<file path="config.mk">
export PLATFORM = sky130hd
export DESIGN_NAME = dual_ch_frame_packer_flat
export DESIGN_NICKNAME = d
export VERILOG_FILES = /design/src/rtl/dual_ch_frame_packer_if.sv /design/src/rtl/dual_ch_frame_packer.sv /design/src/flat_wrapper.sv
export SDC_FILE = /design/constraint.sdc
export NUM_CORES = 1
export LEC_CHECK = 0
export CAP_MARGIN = 40
export CORE_MARGIN = 8
export CORE_UTILIZATION = 55
export CTS_CLUSTER_DIAMETER = 120
export DETAILED_ROUTE_END_ITERATION = 16
export GPL_TIMING_DRIVEN = 1
export HOLD_SLACK_MARGIN = 0.02
export MAX_ROUTING_LAYER = met4
export PLACE_DENSITY = 0.8
export SETUP_SLACK_MARGIN = 0.5
export SYNTH_ARGS = -nofsm -noshare
export SYNTH_HDL_FRONTEND = slang
export SYNTH_SLANG_ARGS = --single-unit
</file>
<file path="constraint.sdc">
create_clock -name Clk -period 3.36 [get_ports Clk]
set_input_delay 0.84 -clock Clk [delete_from_list [all_inputs] [get_ports Clk]]
set_output_delay 0.84 -clock Clk [all_outputs]
set_load 0.02 [all_outputs]
</file>
<file path="src/rtl/dual_ch_frame_packer_if.sv">
// Bus bundle between the two ADC capture FIFOs, the frame packer and the
// host byte link.
//   master : packer side. Drives the FIFO rdreqs, the tx byte stream and the
//            status flags.
//   slave  : environment side. Drives the FIFO status/data and tx_ready.
// Signals:
//   chN_end/chN_empty/chN_data : FIFO capture-complete, empty and q (N=0,1)
//   chN_rdreq                  : FIFO read request (owned by the packer)
//   tx_data/tx_valid/tx_ready  : byte handshake to the host link
//   busy/frame_done/underrun   : packer status
interface dual_ch_frame_packer_if;
  logic       ch0_end;
  logic       ch0_empty;
  logic [7:0] ch0_data;
  logic       ch0_rdreq;
  logic       ch1_end;
  logic       ch1_empty;
  logic [7:0] ch1_data;
  logic       ch1_rdreq;
  logic [7:0] tx_data;
  logic       tx_valid;
  logic       tx_ready;
  logic       busy;
  logic       frame_done;
  logic       underrun;

  modport master (
    input  ch0_end, ch0_empty, ch0_data, ch1_end, ch1_empty, ch1_data, tx_ready,
    output ch0_rdreq, ch1_rdreq, tx_data, tx_valid, busy, frame_done, underrun
  );

  modport slave (
    output ch0_end, ch0_empty, ch0_data, ch1_end, ch1_empty, ch1_data, tx_ready,
    input  ch0_rdreq, ch1_rdreq, tx_data, tx_valid, busy, frame_done, underrun
  );
endinterface

</file>
<file path="src/rtl/dual_ch_frame_packer.sv">
// Drains one of two ADC capture FIFOs per frame and emits the samples as a
// byte-framed packet on a valid/ready byte link:
//   HDR0 HDR1 CH_ID LEN_HI LEN_LO <FRAME_LEN samples> CSUM
// CSUM is the mod-256 sum of CH_ID, LEN_HI, LEN_LO and the samples.
// Channels are granted whole frames, round-robin when both request.
// Ports:
//   Clk     : system clock (shared with the FIFO domain)
//   Reset_n : asynchronous active-low reset
//   bus     : dual_ch_frame_packer_if.master (FIFO, tx link, status)
module dual_ch_frame_packer #(
  parameter int         FRAME_LEN = 256,
  parameter logic [7:0] HDR0      = 8'hA5,
  parameter logic [7:0] HDR1      = 8'h5A
) (
  input  logic                          Clk,
  input  logic                          Reset_n,
  dual_ch_frame_packer_if.master        bus
);

  localparam logic [3:0] S_IDLE  = 4'd0;
  localparam logic [3:0] S_HDR0  = 4'd1;
  localparam logic [3:0] S_HDR1  = 4'd2;
  localparam logic [3:0] S_CHID  = 4'd3;
  localparam logic [3:0] S_LENH  = 4'd4;
  localparam logic [3:0] S_LENL  = 4'd5;
  localparam logic [3:0] S_RD    = 4'd6;
  localparam logic [3:0] S_LATCH = 4'd7;
  localparam logic [3:0] S_SEND  = 4'd8;
  localparam logic [3:0] S_CSUM  = 4'd9;
  localparam logic [3:0] S_DONE  = 4'd10;

  localparam logic [15:0] LEN      = 16'(FRAME_LEN);
  localparam logic [15:0] LEN_LAST = 16'(FRAME_LEN - 1);

  logic [3:0]  r_state;
  logic        r_sel;
  logic        r_last;
  logic        r_busy;
  logic        r_und;
  logic        r_pad;
  logic        r_fdone;
  logic [7:0]  r_csum;
  logic [15:0] r_cnt;
  logic [7:0]  r_txd;
  logic        r_txv;

  logic       w_req0, w_req1, w_gnt, w_gsel;
  logic       w_sel_empty, w_acc, w_rd;
  logic [7:0] w_sel_data, w_chid, w_byte;

  assign w_req0 = bus.ch0_end & ~bus.ch0_empty;
  assign w_req1 = bus.ch1_end & ~bus.ch1_empty;
  assign w_gnt  = w_req0 | w_req1;
  // Both requesting: take the one not served last; otherwise whoever asks.
  assign w_gsel = (w_req0 & w_req1) ? ~r_last : w_req1;

  assign w_sel_empty = r_sel ? bus.ch1_empty : bus.ch0_empty;
  assign w_sel_data  = r_sel ? bus.ch1_data  : bus.ch0_data;
  assign w_chid      = {7'd0, r_sel};
  assign w_acc       = r_txv & bus.tx_ready;
  // FIFO q is valid the cycle after rdreq, i.e. in LATCH.
  assign w_byte      = r_pad ? 8'h00 : w_sel_data;

  // Combinational so the read is exactly the one RD cycle and is gated by the
  // live empty flag: no read is ever issued on an empty FIFO.
  assign w_rd          = (r_state == S_RD) & ~w_sel_empty;
  assign bus.ch0_rdreq = w_rd & ~r_sel;
  assign bus.ch1_rdreq = w_rd &  r_sel;

  assign bus.tx_data    = r_txd;
  assign bus.tx_valid   = r_txv;
  assign bus.busy       = r_busy;
  assign bus.frame_done = r_fdone;
  assign bus.underrun   = r_und;

  always_ff @(posedge Clk or negedge Reset_n) begin
    if (!Reset_n) begin
      r_state <= S_IDLE;
      r_sel   <= 1'b0;
      r_last  <= 1'b1;
      r_busy  <= 1'b0;
      r_und   <= 1'b0;
      r_pad   <= 1'b0;
      r_fdone <= 1'b0;
      r_csum  <= 8'h00;
      r_cnt   <= 16'd0;
      r_txd   <= 8'h00;
      r_txv   <= 1'b0;
    end else begin
      r_fdone <= 1'b0;
      case (r_state)
        S_IDLE: if (w_gnt) begin
          r_sel   <= w_gsel;
          r_last  <= w_gsel;
          r_busy  <= 1'b1;
          r_und   <= 1'b0;
          r_csum  <= 8'h00;
          r_cnt   <= 16'd0;
          r_txd   <= HDR0;
          r_txv   <= 1'b1;
          r_state <= S_HDR0;
        end
        // Header states: each one presents its byte and, on acceptance,
        // loads the next in the same edge so tx_valid stays high.
        S_HDR0: if (w_acc) begin
          r_txd   <= HDR1;
          r_state <= S_HDR1;
        end
        S_HDR1: if (w_acc) begin
          r_txd   <= w_chid;
          r_csum  <= r_csum + w_chid;
          r_state <= S_CHID;
        end
        S_CHID: if (w_acc) begin
          r_txd   <= LEN[15:8];
          r_csum  <= r_csum + LEN[15:8];
          r_state <= S_LENH;
        end
        S_LENH: if (w_acc) begin
          r_txd   <= LEN[7:0];
          r_csum  <= r_csum + LEN[7:0];
          r_state <= S_LENL;
        end
        S_LENL: if (w_acc) begin
          r_txv   <= 1'b0;
          r_state <= S_RD;
        end
        S_RD: begin
          r_pad   <= w_sel_empty;
          if (w_sel_empty) r_und <= 1'b1;
          r_state <= S_LATCH;
        end
        S_LATCH: begin
          r_txd   <= w_byte;
          r_txv   <= 1'b1;
          r_csum  <= r_csum + w_byte;
          r_state <= S_SEND;
        end
        S_SEND: if (w_acc) begin
          r_cnt <= r_cnt + 16'd1;
          if (r_cnt == LEN_LAST) begin
            r_txd   <= r_csum;
            r_state <= S_CSUM;
          end else begin
            r_txv   <= 1'b0;
            r_state <= S_RD;
          end
        end
        S_CSUM: if (w_acc) begin
          r_txv   <= 1'b0;
          r_fdone <= 1'b1;
          r_state <= S_DONE;
        end
        S_DONE: begin
          r_busy  <= 1'b0;
          r_state <= S_IDLE;
        end
        default: r_state <= S_IDLE;
      endcase
    end
  end

endmodule

</file>
<file path="src/flat_wrapper.sv">
// flat-port wrapper written by rule: the top's interface ports become plain ports
module dual_ch_frame_packer_flat 
#(
  parameter int         FRAME_LEN = 256,
  parameter logic [7:0] HDR0      = 8'hA5,
  parameter logic [7:0] HDR1      = 8'h5A
)
  (Clk, Reset_n, bus_ch0_end, bus_ch0_empty, bus_ch0_data, bus_ch1_end, bus_ch1_empty, bus_ch1_data, bus_tx_ready, bus_ch0_rdreq, bus_ch1_rdreq, bus_tx_data, bus_tx_valid, bus_busy, bus_frame_done, bus_underrun);
  dual_ch_frame_packer_if bus_i ();
  input  logic Clk;
  input  logic Reset_n;
  input wire logic [$bits(bus_i.ch0_end)-1:0] bus_ch0_end;
  input wire logic [$bits(bus_i.ch0_empty)-1:0] bus_ch0_empty;
  input wire logic [$bits(bus_i.ch0_data)-1:0] bus_ch0_data;
  input wire logic [$bits(bus_i.ch1_end)-1:0] bus_ch1_end;
  input wire logic [$bits(bus_i.ch1_empty)-1:0] bus_ch1_empty;
  input wire logic [$bits(bus_i.ch1_data)-1:0] bus_ch1_data;
  input wire logic [$bits(bus_i.tx_ready)-1:0] bus_tx_ready;
  output wire logic [$bits(bus_i.ch0_rdreq)-1:0] bus_ch0_rdreq;
  output wire logic [$bits(bus_i.ch1_rdreq)-1:0] bus_ch1_rdreq;
  output wire logic [$bits(bus_i.tx_data)-1:0] bus_tx_data;
  output wire logic [$bits(bus_i.tx_valid)-1:0] bus_tx_valid;
  output wire logic [$bits(bus_i.busy)-1:0] bus_busy;
  output wire logic [$bits(bus_i.frame_done)-1:0] bus_frame_done;
  output wire logic [$bits(bus_i.underrun)-1:0] bus_underrun;
  assign bus_i.ch0_end = bus_ch0_end;
  assign bus_i.ch0_empty = bus_ch0_empty;
  assign bus_i.ch0_data = bus_ch0_data;
  assign bus_i.ch1_end = bus_ch1_end;
  assign bus_i.ch1_empty = bus_ch1_empty;
  assign bus_i.ch1_data = bus_ch1_data;
  assign bus_i.tx_ready = bus_tx_ready;
  assign bus_ch0_rdreq = bus_i.ch0_rdreq;
  assign bus_ch1_rdreq = bus_i.ch1_rdreq;
  assign bus_tx_data = bus_i.tx_data;
  assign bus_tx_valid = bus_i.tx_valid;
  assign bus_busy = bus_i.busy;
  assign bus_frame_done = bus_i.frame_done;
  assign bus_underrun = bus_i.underrun;
  dual_ch_frame_packer #(.FRAME_LEN(FRAME_LEN), .HDR0(HDR0), .HDR1(HDR1)) u_core (.Clk(Clk), .Reset_n(Reset_n), .bus(bus_i));
endmodule
</file>
======== Word level (Yosys, flattened, before mapping) ========
Cells that the tools add are included.
cells by class
  bitwise operators ....................... 13
  eq/ne operators ......................... 23
  reduce and logical (&&, ||, !) cells .... 16
  add/subtract/negate cells ............... 4
  multiplexer cells ....................... 40
operators by type and width
  cell                                                               number
  8-bit 2-to-1 mux                                                   12
  8-bit one-hot mux with 7 select lines                              1
  4-bit one-hot mux with 10 select lines                             1
  4-bit 2-to-1 mux                                                   9
  16-bit 2-to-1 mux                                                  2
  16-bit one-hot mux with 2 select lines                             1
  8-bit one-hot mux with 4 select lines                              1
  2-bit by 1-bit != test with 1-bit output (second input constant)   11
  16-bit by 1-bit adder with 16-bit output (second input constant)   1
  16-bit by 8-bit == test with 1-bit output (second input constant)  1
  4-bit by 3-bit == test with 1-bit output (second input constant)   4
  8-bit AND reduction                                                2
  4-bit == test (second input constant)                              3
  1-bit 2-to-1 mux                                                   10
  8-bit by 1-bit adder with 8-bit output                             1
  8-bit by 1-bit adder with 8-bit output (second input constant)     1
  8-bit adder                                                        1
  4-bit by 2-bit == test with 1-bit output (second input constant)   2
  4-bit nonzero test                                                 2
  1-bit AND                                                          7
  7-bit nonzero test                                                 1
  3-bit AND reduction                                                2
  2-bit nonzero test                                                 3
  1-bit NOT                                                          5
  10 further kinds                                                   12
storage, ports and cells
  input port bits ......................... 23
  output and inout port bits .............. 14
  flip-flop bits (word level) ............. 43
  logic and storage cells ................. 107

======== Logic depth before layout (Yosys ltp) ========
  depth after elaboration ................. 5
  gate-level depth with buffers ........... 14

======== Least setup slack after synthesis ========
Ideal clock, no wire load.
  path kind ............................... register -> register
  start ................................... reg u_core.r_state[0]
  end ..................................... reg u_core.r_csum[6]
  required time ........................... 3.265 ns
  stages on the path, launching flop included .. 15
  path buffers ............................ 3
  setup slack ............................. 0.403 ns
  library setup time ...................... 0.095 ns
  arrival ................................. 2.862 ns
  cells stage by stage .................... dfrtp_1 buf_4 nand2_1 or3_1 clkbuf_1 clkbuf_1 nor3b_1 a221o_1 ha_1 fa_1 a21o_1 a21oi_1 o21ai_0 xnor2_1 o31ai_1
on the way
  word-level cells in the longest chain between the ends .. 3
  elaborated cells between the ends (all ways) .. 10
  classes of those cells .................. 6 x eq/ne; 1 x mux; 3 x reduce/logical
ends and longest elaborated chain
  element                                                                                          RTL line                     text
  from (decl)                                                                                      dual_ch_frame_packer.sv:35   logic [3:0] r_state;
  from (signal assigned)                                                                           dual_ch_frame_packer.sv:78   r_state <= S_IDLE;
  from (signal assigned)                                                                           dual_ch_frame_packer.sv:101  r_state <= S_HDR0;
  from (signal assigned)                                                                           dual_ch_frame_packer.sv:107  r_state <= S_HDR1;
  4-bit by 3-bit == test with 1-bit output, or another cell as far along                           dual_ch_frame_packer.sv:91   case (r_state)
  4-bit nonzero test (no source line) or 2-bit by 1-bit != test with 1-bit output (tied branches)  --
  4-bit AND reduction (no source line)                                                             --
  to (signal assigned)                                                                             dual_ch_frame_packer.sv:111  r_csum <= r_csum + w_chid;
  to (signal assigned)                                                                             dual_ch_frame_packer.sv:116  r_csum <= r_csum + LEN[15:8];
  to (signal assigned)                                                                             dual_ch_frame_packer.sv:121  r_csum <= r_csum + LEN[7:0];
  to (decl)                                                                                        dual_ch_frame_packer.sv:42   logic [7:0] r_csum;
Parallel ways exist; a longest one is shown, timed or not.
A chain may end at the register's enable or synchronous reset.

======== Worst setup path after layout ========
  start ................................... reg u_core.r_state[3]
  end ..................................... reg u_core.r_csum[7]
Same word-level chain as after synthesis.

==> impl_metrics.tcl <==
set metrics [dict create \
    outcome "finished clean" \
    syn_nets 335 \
    sw_frac_of_total 0.3948 \
    synth_seq_cells 43 \
    ios 37 \
    drt_iter0_drc 178 \
    path_delay_family "compound AO/OA/AOI/OAI gates" \
    p_clk_frac 0.194 \
    grt_pass1_wl_um 10800 \
    num_rows 25 \
    dr.pass1.iters 4 \
    postLayoutCoreUtil 0.7011 \
    final_common_cell "dfrtp_1" \
    power_density_mw_per_mm2 737.5 \
    dp.cells 400 \
    drc 0 \
    drv_slew 0 \
    fillers 392 \
    slowest_stage "dfrtp_1" \
    layout.nets 372 \
    path_max_fanout 12 \
    track_usage 0.1819 \
    port_buffers 36 \
    wl_per_cell_um 15.50 \
    final_cell_area_mm2 0.003333 \
    p_leak_uw 0.001506 \
    start_util 0.5747 \
    ys_types 49 \
    cts_root_buffer "clkbuf_8" \
    dp.final_hpwl_um 4727 \
    postSynthAreaPerCell_um2 9.019 \
    grt_max_degree 28 \
    viasPerCell 5.711 \
    path_buf_inv 1 \
    criticalPathCategory "reg -> reg" \
    gp_congestion 0.9166 \
    switchingPower_uw 970.5 \
    grt_antenna_before_repair 0 \
    placed_cell_area_mm2 0.003181 \
    synth_edf_count 0 \
    drive_gt1_frac 0.1232 \
    synthArstFlopShare 1.000 \
    final_cell_mix "dfrtp_1 (42), nand2_1 (32), clkdlybuf4s50_1 (31)" \
    p_total_uw 2458 \
    cap_violations 0 \
    cp_cell_sequence "nand2b_1 > or3_1 > buf_4 > nor2_1 > ha_1 > a21o_1 > a21oi_1 > o21ai_1 > a31oi_2 > mux2_2 > o211ai_1" \
    worstMarginPinSlew_ns 0.5552 \
    final.setup.tns_ns 0 \
    hold_class "in -> async" \
    worst_setup_path_startpoint "u_core.r_state[3]" \
    insertion_delay_ns 0.29 \
    dieWidth_um 86.49 \
    slew_headroom 0.6299 \
    core_area_mm2 0.004755 \
    crit_arrival_ns 2.98 \
    cts_buffer_depth 2 \
    pwr-share-seq 0.301 \
    grt_pass1_vias 2246 \
    area_growth_pct 21.98 \
    die-area_mm2 0.007480 \
    fin_worst_skew_ns 0.009830 \
    ant_nets 0 \
    cts.sinks 43 \
    synth_cells 303 \
    synth_area_mm2 0.002733 \
    insertedDiodeCount 0 \
    r2r_start "u_core.r_state[3]" \
    clkTransAtPathRegs_ns 0.09 \
    cts_tree "yes" \
    cts_buffers 5 \
    hold_viol 0 \
    overflow 0 \
    cts_hold_buf 0 \
    yosysSeqAreaShare 0.3942 \
    routed-via-count 2330 \
    cp_slowest_stage_delay_ns 0.38 \
    min_period_ns 2.767 \
    die_h_um 86.49 \
    yosys_warnings 0 \
    final-setup-viol-count 0 \
    fmax_mhz 361.4 \
    vdd_ir_drop_max_mv 0.3615 \
    period_share 0.8236 \
    yosys_most_used_dff "dfrtp_1" \
    drt-total-wl_um 6325 \
    critPathCaptureType "flip-flop" \
    rsz0062_at_grt "yes" \
    htreeDepth 2 \
    internal_power_uw 1488 \
    comb_power_share 0.505 \
    worstSetupStartpointType "flip-flop" \
    worstPathRequired_ns 3.57 \
    layout.cells.non_filler 408 \
]
[cell families (layout without fill, tap and decap cells)]
kind of cell	count (synthesis)	in the layout	share of synthesized area
and+or+nand+nor	116	116	0.2166
AOI/OAI and AO/OA	81	81	0.1896
DFF	43	43	0.3942
buffers and inverters	20	58	0.03434
muxes	18	18	0.07006
xor gates and xnor gates	16	16	0.05128
adders and majority gates	9	9	0.04396
[synthesized netlist by cell type, types with 2 or more instances]
library cell | count | area [um2]
a211o_1 | 4 | 35.03
a21o_1 | 8 | 60.06
a21oi_1 | 22 | 110.1
and3_1 | 3 | 18.77
buf_6 | 2 | 22.52
clkbuf_1 | 12 | 45.04
dfrtp_1 | 42 | 1051
ha_1 | 8 | 100.1
inv_1 | 4 | 15.01
mux2_2 | 9 | 101.4
mux2i_1 | 9 | 90.09
nand2_1 | 32 | 120.1
nand2b_1 | 5 | 31.28
nand3_1 | 8 | 40.04
nand4_1 | 6 | 37.54
nor2_1 | 31 | 116.4
nor2b_1 | 3 | 18.77
nor3_1 | 6 | 30.03
nor3b_1 | 2 | 15.01
nor4b_1 | 2 | 17.52
o211ai_1 | 4 | 30.03
o21a_1 | 3 | 22.52
o21ai_0 | 19 | 95.09
o22ai_1 | 8 | 50.05
o31ai_1 | 5 | 37.54
o32a_1 | 2 | 20.02
or2_2 | 3 | 18.77
or3_1 | 6 | 37.54
xnor2_1 | 3 | 26.28
xor2_1 | 13 | 113.9
[worst paths after layout]
kind,depth (start not counted),slack [ns],end
setup / recovery,11,0.59,u_core.r_csum[7]
hold / removal,1,0.46,u_core.bus.tx_data[0]
setup reg to reg,11,0.59,u_core.r_csum[7]
min in group Clk,2,0.50,u_core.r_last
max in group asynchronous,2,2.42,u_core.r_cnt[9]
hold reg to reg,2,0.50,u_core.r_last
[flip-flops by register name, indices dropped and copies added (netlist names)]
signal                 count
u_core.bus.busy            1
u_core.bus.frame_done      1
u_core.bus.tx_data         8
u_core.bus.tx_valid        1
u_core.bus.underrun        1
u_core.r_cnt              16
u_core.r_csum              8
u_core.r_last              1
u_core.r_pad               1
u_core.r_sel               1
u_core.r_state             4
[repair_timing]
item | 4_1_cts | 5_1_grt
setup endpoints to repair | 3 | 3
endpoints found under the hold margin | 0 | 0
pin swaps | 0 | 6
gates resized for setup | 5 | 6
gates cloned | 0 | 0
buffers inserted | 0 | 0
[area by class of cell]
| type | instances | area, um2 | share of cell area |
|---|---|---|---|
| Clock inverter | 2 | 60.06 | 0.01802 |
| Clock buffer | 6 | 72.57 | 0.02177 |
| Inverter | 4 | 15.01 | 0.004505 |
| Timing Repair Buffer | 46 | 445.4 | 0.1336 |
| Multi-Input combinational cell | 240 | 1579 | 0.4737 |
| Tap cell | 67 | 83.83 | 0.02515 |
| Sequential cell | 43 | 1077 | 0.3232 |
[power groups by stage]
stage / Sequential (uW) / Clock [uW] / Combinational, uW
floorplan: 779 / 0 / 832
global placement: 746 / 0 / 1220
detailed placement: 749 / 0 / 1230
CTS: 740 / 485 / 1240
global route: 755 / 500 / 1370
finish: 740 / 477 / 1240
[per-stage QoR]
| stage | hold WS (ns) | worst slack, ns |
|---|---|---|
| floorplan | 0.4428 | 0.5119 |
| global placement | 0.4676 | 0.1270 |
| detailed placement | 0.4814 | 0.07520 |
| CTS | 0.4688 | 0.5051 |
| global route | 0.4932 | 0.4219 |
| finish | 0.4573 | 0.5928 |
[layer usage]
metal	up-vias	part of all wire	GRT usage	routed length, um
met4	0	0.0082	0.05008	52
met5	-	0	-	0
met3	7	0.053	0.02552	335
met1	1113	0.46	0.2365	2887
li1	1161	-	-	-
met2	49	0.48	0.2896	3050
No activity file was read; power rests on OpenSTA's default activity.
